==> config.mk <==
export PLATFORM = sky130hd
export DESIGN_NAME = sync_fifo_flags_flat
export DESIGN_NICKNAME = d
export VERILOG_FILES = /design/src/rtl/sync_fifo_flags_if.sv /design/src/rtl/sync_fifo_flags.sv /design/src/flat_wrapper.sv
export SDC_FILE = /design/constraint.sdc
export NUM_CORES = 2
export LEC_CHECK = 0
export CAP_MARGIN = 10
export CORE_ASPECT_RATIO = 1.75
export CORE_MARGIN = 5
export CORE_UTILIZATION = 38
export CTS_CLUSTER_SIZE = 28
export DETAILED_ROUTE_END_ITERATION = 7
export PLACE_DENSITY = 0.53
export REMOVE_ABC_BUFFERS = 1
export SYNTH_ARGS = -nofsm -noshare
export SYNTH_HDL_FRONTEND = slang
export SYNTH_SLANG_ARGS = --single-unit
==> constraint.sdc <==
create_clock -name clk_i -period 6.7 [get_ports clk_i]
set_input_delay 1.34 -clock clk_i [delete_from_list [all_inputs] [get_ports clk_i]]
set_output_delay 1.34 -clock clk_i [all_outputs]
set_load 0.005 [all_outputs]
==> src/rtl/sync_fifo_flags_if.sv <==
// Request/status bundle between a sync_fifo_flags instance and its user.
// The user side drives the master modport; the FIFO takes the slave modport.
interface sync_fifo_flags_if #(
   parameter int WIDTH = 32,
   parameter int DEPTH = 128
);
   localparam int CW = $clog2(DEPTH) + 1;

   logic             flush_i;
   logic             err_clr_i;
   logic [WIDTH-1:0] wdata_i;
   logic             we_i;
   logic             re_i;
   logic [WIDTH-1:0] rdata_o;
   logic             rvalid_o;
   logic             full_o;
   logic             empty_o;
   logic             almost_full_o;
   logic             almost_empty_o;
   logic [CW-1:0]    count_o;
   logic             overflow_o;
   logic             underflow_o;

   modport master (
      output flush_i, err_clr_i, wdata_i, we_i, re_i,
      input  rdata_o, rvalid_o, full_o, empty_o, almost_full_o,
             almost_empty_o, count_o, overflow_o, underflow_o
   );

   modport slave (
      input  flush_i, err_clr_i, wdata_i, we_i, re_i,
      output rdata_o, rvalid_o, full_o, empty_o, almost_full_o,
             almost_empty_o, count_o, overflow_o, underflow_o
   );
endinterface

==> src/rtl/sync_fifo_flags.sv <==
// Single-clock FIFO with occupancy count, almost-full/empty thresholds,
// sticky overflow/underflow flags, synchronous flush and FWFT/registered read.
module sync_fifo_flags #(
   parameter int WIDTH     = 32,
   parameter int DEPTH     = 128,
   parameter int AF_THRESH = DEPTH - 4,
   parameter int AE_THRESH = 4,
   parameter bit FWFT      = 1'b1
) (
   input  logic             clk_i,
   input  logic             rst_ni,
   sync_fifo_flags_if.slave bus
);
   localparam int ADDR_BITS = $clog2(DEPTH);
   localparam int CW        = ADDR_BITS + 1;
   localparam logic [CW-1:0] ONE_C   = CW'(1);
   localparam logic [CW-1:0] DEPTH_C = CW'(DEPTH);
   localparam logic [CW-1:0] AF_C    = CW'(AF_THRESH);
   localparam logic [CW-1:0] AE_C    = CW'(AE_THRESH);

   logic [WIDTH-1:0]     r_mem [DEPTH];
   logic [CW-1:0]        r_wptr;
   logic [CW-1:0]        r_rptr;
   logic [CW-1:0]        r_count;
   logic                 r_ovf;
   logic                 r_unf;

   logic                 w_full;
   logic                 w_empty;
   logic                 w_ra;
   logic                 w_wa;
   logic                 w_ovf_set;
   logic                 w_unf_set;
   logic [ADDR_BITS-1:0] w_waddr;
   logic [ADDR_BITS-1:0] w_raddr;

   assign w_full  = (r_count == DEPTH_C);
   assign w_empty = (r_count == '0);
   assign w_waddr = r_wptr[ADDR_BITS-1:0];
   assign w_raddr = r_rptr[ADDR_BITS-1:0];

   // A full FIFO still takes a write when a pop frees a slot in the same cycle.
   assign w_ra      = bus.re_i & ~w_empty & ~bus.flush_i;
   assign w_wa      = bus.we_i & (~w_full | (bus.re_i & ~w_empty)) & ~bus.flush_i;
   assign w_ovf_set = bus.we_i & ~w_wa & ~bus.flush_i;
   assign w_unf_set = bus.re_i & ~w_ra & ~bus.flush_i;

   // NOTE: storage has no reset; only pointers decide what is valid.
   always_ff @(posedge clk_i) begin
      if (w_wa) r_mem[w_waddr] <= bus.wdata_i;
   end

   always_ff @(posedge clk_i or negedge rst_ni) begin
      if (!rst_ni) begin
         r_wptr  <= '0;
         r_rptr  <= '0;
         r_count <= '0;
         r_ovf   <= 1'b0;
         r_unf   <= 1'b0;
      end else if (bus.flush_i) begin
         r_wptr  <= '0;
         r_rptr  <= '0;
         r_count <= '0;
      end else begin
         if (w_wa) r_wptr <= r_wptr + ONE_C;
         if (w_ra) r_rptr <= r_rptr + ONE_C;
         case ({w_wa, w_ra})
            2'b10:   r_count <= r_count + ONE_C;
            2'b01:   r_count <= r_count - ONE_C;
            default: r_count <= r_count;
         endcase
         // A new error in the clearing cycle wins over the clear.
         r_ovf <= w_ovf_set | (r_ovf & ~bus.err_clr_i);
         r_unf <= w_unf_set | (r_unf & ~bus.err_clr_i);
      end
   end

   assign bus.full_o         = w_full;
   assign bus.empty_o        = w_empty;
   assign bus.almost_full_o  = (r_count >= AF_C);
   assign bus.almost_empty_o = (r_count <= AE_C);
   assign bus.count_o        = r_count;
   assign bus.overflow_o     = r_ovf;
   assign bus.underflow_o    = r_unf;

   if (FWFT) begin : g_fwft
      assign bus.rdata_o  = w_empty ? '0 : r_mem[w_raddr];
      assign bus.rvalid_o = ~w_empty;
   end else begin : g_reg
      logic [WIDTH-1:0] r_rdata;
      logic             r_rvalid;

      always_ff @(posedge clk_i or negedge rst_ni) begin
         if (!rst_ni) begin
            r_rdata  <= '0;
            r_rvalid <= 1'b0;
         end else begin
            r_rvalid <= w_ra;
            if (w_ra) r_rdata <= r_mem[w_raddr];
         end
      end

      assign bus.rdata_o  = r_rdata;
      assign bus.rvalid_o = r_rvalid;
   end
endmodule

==> src/flat_wrapper.sv <==
// flat-port wrapper written by rule: the top's interface ports become plain ports
module sync_fifo_flags_flat 
#(
   parameter int WIDTH     = 32,
   parameter int DEPTH     = 128,
   parameter int AF_THRESH = DEPTH - 4,
   parameter int AE_THRESH = 4,
   parameter bit FWFT      = 1'b1
)
  (clk_i, rst_ni, bus_flush_i, bus_err_clr_i, bus_wdata_i, bus_we_i, bus_re_i, bus_rdata_o, bus_rvalid_o, bus_full_o, bus_empty_o, bus_almost_full_o, bus_almost_empty_o, bus_count_o, bus_overflow_o, bus_underflow_o);
  sync_fifo_flags_if #(.WIDTH(WIDTH), .DEPTH(DEPTH)) bus_i ();
  input  logic clk_i;
  input  logic rst_ni;
  input wire logic [$bits(bus_i.flush_i)-1:0] bus_flush_i;
  input wire logic [$bits(bus_i.err_clr_i)-1:0] bus_err_clr_i;
  input wire logic [$bits(bus_i.wdata_i)-1:0] bus_wdata_i;
  input wire logic [$bits(bus_i.we_i)-1:0] bus_we_i;
  input wire logic [$bits(bus_i.re_i)-1:0] bus_re_i;
  output wire logic [$bits(bus_i.rdata_o)-1:0] bus_rdata_o;
  output wire logic [$bits(bus_i.rvalid_o)-1:0] bus_rvalid_o;
  output wire logic [$bits(bus_i.full_o)-1:0] bus_full_o;
  output wire logic [$bits(bus_i.empty_o)-1:0] bus_empty_o;
  output wire logic [$bits(bus_i.almost_full_o)-1:0] bus_almost_full_o;
  output wire logic [$bits(bus_i.almost_empty_o)-1:0] bus_almost_empty_o;
  output wire logic [$bits(bus_i.count_o)-1:0] bus_count_o;
  output wire logic [$bits(bus_i.overflow_o)-1:0] bus_overflow_o;
  output wire logic [$bits(bus_i.underflow_o)-1:0] bus_underflow_o;
  assign bus_i.flush_i = bus_flush_i;
  assign bus_i.err_clr_i = bus_err_clr_i;
  assign bus_i.wdata_i = bus_wdata_i;
  assign bus_i.we_i = bus_we_i;
  assign bus_i.re_i = bus_re_i;
  assign bus_rdata_o = bus_i.rdata_o;
  assign bus_rvalid_o = bus_i.rvalid_o;
  assign bus_full_o = bus_i.full_o;
  assign bus_empty_o = bus_i.empty_o;
  assign bus_almost_full_o = bus_i.almost_full_o;
  assign bus_almost_empty_o = bus_i.almost_empty_o;
  assign bus_count_o = bus_i.count_o;
  assign bus_overflow_o = bus_i.overflow_o;
  assign bus_underflow_o = bus_i.underflow_o;
  sync_fifo_flags #(.WIDTH(WIDTH), .DEPTH(DEPTH), .AF_THRESH(AF_THRESH), .AE_THRESH(AE_THRESH), .FWFT(FWFT)) u_core (.clk_i(clk_i), .rst_ni(rst_ni), .bus(bus_i));
endmodule
==> results.toml <==
[synthesis]
synthTopCellsByCount = "4096 x edfxtp_1, 880 x mux4_2, 622 x mux2i_1"
yosys-top-cells-area = "edfxtp_1 77%, mux4_2 12%, mux2i_1 3.9%, o22ai_1 0.84%, nor2_1 0.47%"
synth_edf_count = 4096
yosysWarnings = 0
async_flop_share_pct = 0.583
synth_area_sq_mm = 0.159
synth.most_common_cell = "edfxtp_1"
syn_inst = 7214
yosys.area.top_type = "edfxtp_1"
yosysTopAreaCellShare_pct = 77.5
avgSynthCellArea_sq_um = 22.0
ys_seq_elements = 4120
ys_types = 73
ys_seq_area_share_pct = 77.9
ys.flop_type = "edfxtp_1"

[run]
maxCapViolCount = 0

[worst_setup_path]
path_delay_family = "buffers and inverters"
startpoint_type = "flip-flop"
crit_path_top_delay_cell = "a21oi_1"
critPathMaxFanout = 81
r2r-start = "u_core.bus.count_o[4]"
crit_buf_inv = 4
critPathKind = "reg2out"
endpoint_kind = "output pin"
arrival_ps = 5340
ff2ff_path_depth = 8
required_ps = 5360
timing.rr.end = "u_core.r_mem[116][26]"
r2r_slack_ps = 2000
cp_cell_sequence = "buf_4 -> buf_4 -> buf_12 -> mux4_2 -> mux4_2 -> a21oi_1 -> o22ai_1 -> clkdlybuf4s50_1"
slowest_delay_ps = 730

[sta]
fin_skew_ps = 70.2
fmax_mhz = 150
setup_viol = 0
period_needed_ps = 6680
slew_headroom_pct = 22.3
rsz0062_at_grt = "false"
fin_crit_sh_pct = 99.7
tightest_slew_ps = 1160
whs_ps = 514
tns_ps = 0
slew_viol_final = 0
hold_violations = 0

[clock_network]
clk_pin_slew_ps = 70
cts_buffer_depth = 4
numClockSinks = 4120
clkLatencyLatePin_ps = 960
numCtsBuffers = 366
clockRootBuffer = "clkbuf_16"
htreeDepth = 5
cts_tree = "done"
hold_buffers = 0

[hold_path]
hold_end = "u_core.bus.underflow_o"
min_from = "u_core.bus.underflow_o"
hold_class = "reg2reg"
min_path_cells = 1

[grt]
grtUsageTotal_pct = 22.7
grt_pass1_wl_um = 680000
antenna_found_initial = 42
grt_pass1_vias = 81200
overflow = 0
grt_start_max_net_pins = 129

[detailed_routing]
wl_per_cell_um = 36.7
top_layer_used = "met5"
drc = 0
num_vias = 78900
drtIter0Drc = 8675
drt.antenna.violating_nets = 0
wirelength_um = 498000
wl_met3_um = 26300
wl_met1_um = 180000
wl_met2_um = 261000
viasPerCell = 5.80
dr.pass1.iters = 5

[die]
die_area_sq_mm = 0.431
fp.dieH_um = 865
num_rows = 314
coreArea_sq_mm = 0.417
ios = 85
die_w_um = 499
start_util_pct = 38.0

[finish]
stdcell_count = 13600
area_delta_synth_final_pct = 14.3
nNetsFinal = 7791
drive_gt1_share_pct = 26.6

[run_status]
status = "completed"

[power]
peakVddDrop_uv = 228
power_density_mw_per_mm2 = 354
p_leak_nw = 54.3

[placed_design]
place_hpwl_um = 304000
place.gp.congestion = 0.835
portBuffers = 84
dpl.cell_count = 12900
cells by family after synthesis:
family | share of synthesized area, %
buf+inv | 1.55
fa+ha+maj | 0.0536
flops | 77.9
xor+xnor | 0.0993
compound gates | 2.50
simple gates | 1.41
mux | 16.5
timing repair:
item	in CTS	in global routing
gates cloned	1	0
gates resized for setup	15	0
buffers inserted	12	3
pin swaps	3	0
setup endpoints to repair	28	1
how the worst max path moves through the flow:
stage	start	to	slack [ps]	cells past startpoint
after floorplan	u_core.r_rptr[0]	bus_rdata_o[24]	-45300	6
after CTS	u_core.r_rptr[1]	bus_rdata_o[16]	-5	10
after global placement	u_core.r_rptr[1]	bus_rdata_o[1]	-200	9
after global routing	u_core.r_rptr[0]	bus_rdata_o[4]	80	10
after detailed placement	u_core.r_rptr[1]	bus_rdata_o[1]	-2	7
final	u_core.r_rptr[1]	bus_rdata_o[7]	20	8
per-layer routing:
layer | vias up | GRT usage (%)
li1 | 31500 | -
met5 | - | 0
met3 | 824 | 2.61
met2 | 3010 | 40.6
met1 | 43500 | 26.8
met4 | 12 | 11.7
state kept, by name (all words and copies together) (netlist names):
signal and count:
u_core.r_rptr 7, u_core.bus.underflow_o 1, u_core.bus.overflow_o 1, u_core.r_mem 4096
u_core.bus.count_o 8, u_core.r_wptr 7
through the flow:
stage	util (%)	total power [mW]	worst slack, ps	instance area (sq um)
3_5_place_dp	40.6	43.7	-2.16	169000
4_1_cts	43.5	64.9	-5.08	181000
3_3_place_gp	40.6	43.6	-202	169000
5_1_grt	43.5	66.3	75.3	181000
6_report	43.5	64.3	20.3	182000
2_1_floorplan	-	37.0	-45300	156000
power breakdown:
| part | internal, mW | switching, mW | total (mW) |
|---|---|---|---|
| Sequential | 28.4 | 0.0900 | 28.5 |
| Clock | 11.7 | 9.51 | 21.2 |
| Combinational | 6.26 | 8.34 | 14.6 |
| Total | 46.4 | 17.9 | 64.3 |
layout by cell type (no fill, tap or decap), types with 26 or more instances in the layout:
cell / synthesis / layout
mux2i_1: 622 / 621
edfxtp_1: 4096 / 4096
bufinv_16: 0 / 38
a22oi_1: 40 / 37
buf_4: 72 / 477
nor3_1: 102 / 101
clkinv_1: 2 / 86
clkbuf_1: 154 / 59
clkdlybuf4s50_1: 0 / 50
o21ai_0: 80 / 78
clkbuf_16: 0 / 374
a221oi_1: 27 / 26
diode_2: 0 / 26
mux4_2: 880 / 880
a21oi_1: 123 / 117
buf_12: 0 / 54
clkinv_2: 0 / 71
nor2_1: 199 / 72
o22ai_1: 213 / 209
nand2_1: 90 / 86
nor2_4: 0 / 125
o31ai_1: 34 / 33
area by class of cell:
| class | instances | area, sq um |
|---|---|---|
| antenna | 26 | 65.1 |
| clock buffer | 433 | 9580 |
| clock inverter | 223 | 2180 |
| fill | 35500 | 236000 |
| inverter | 8 | 32.5 |
| multi-input combinational | 2667 | 33900 |
| sequential | 4120 | 124000 |
| tap | 5530 | 6920 |
| timing repair buffer | 584 | 5210 |
Note: power is estimated with default switching activity, not from simulation.
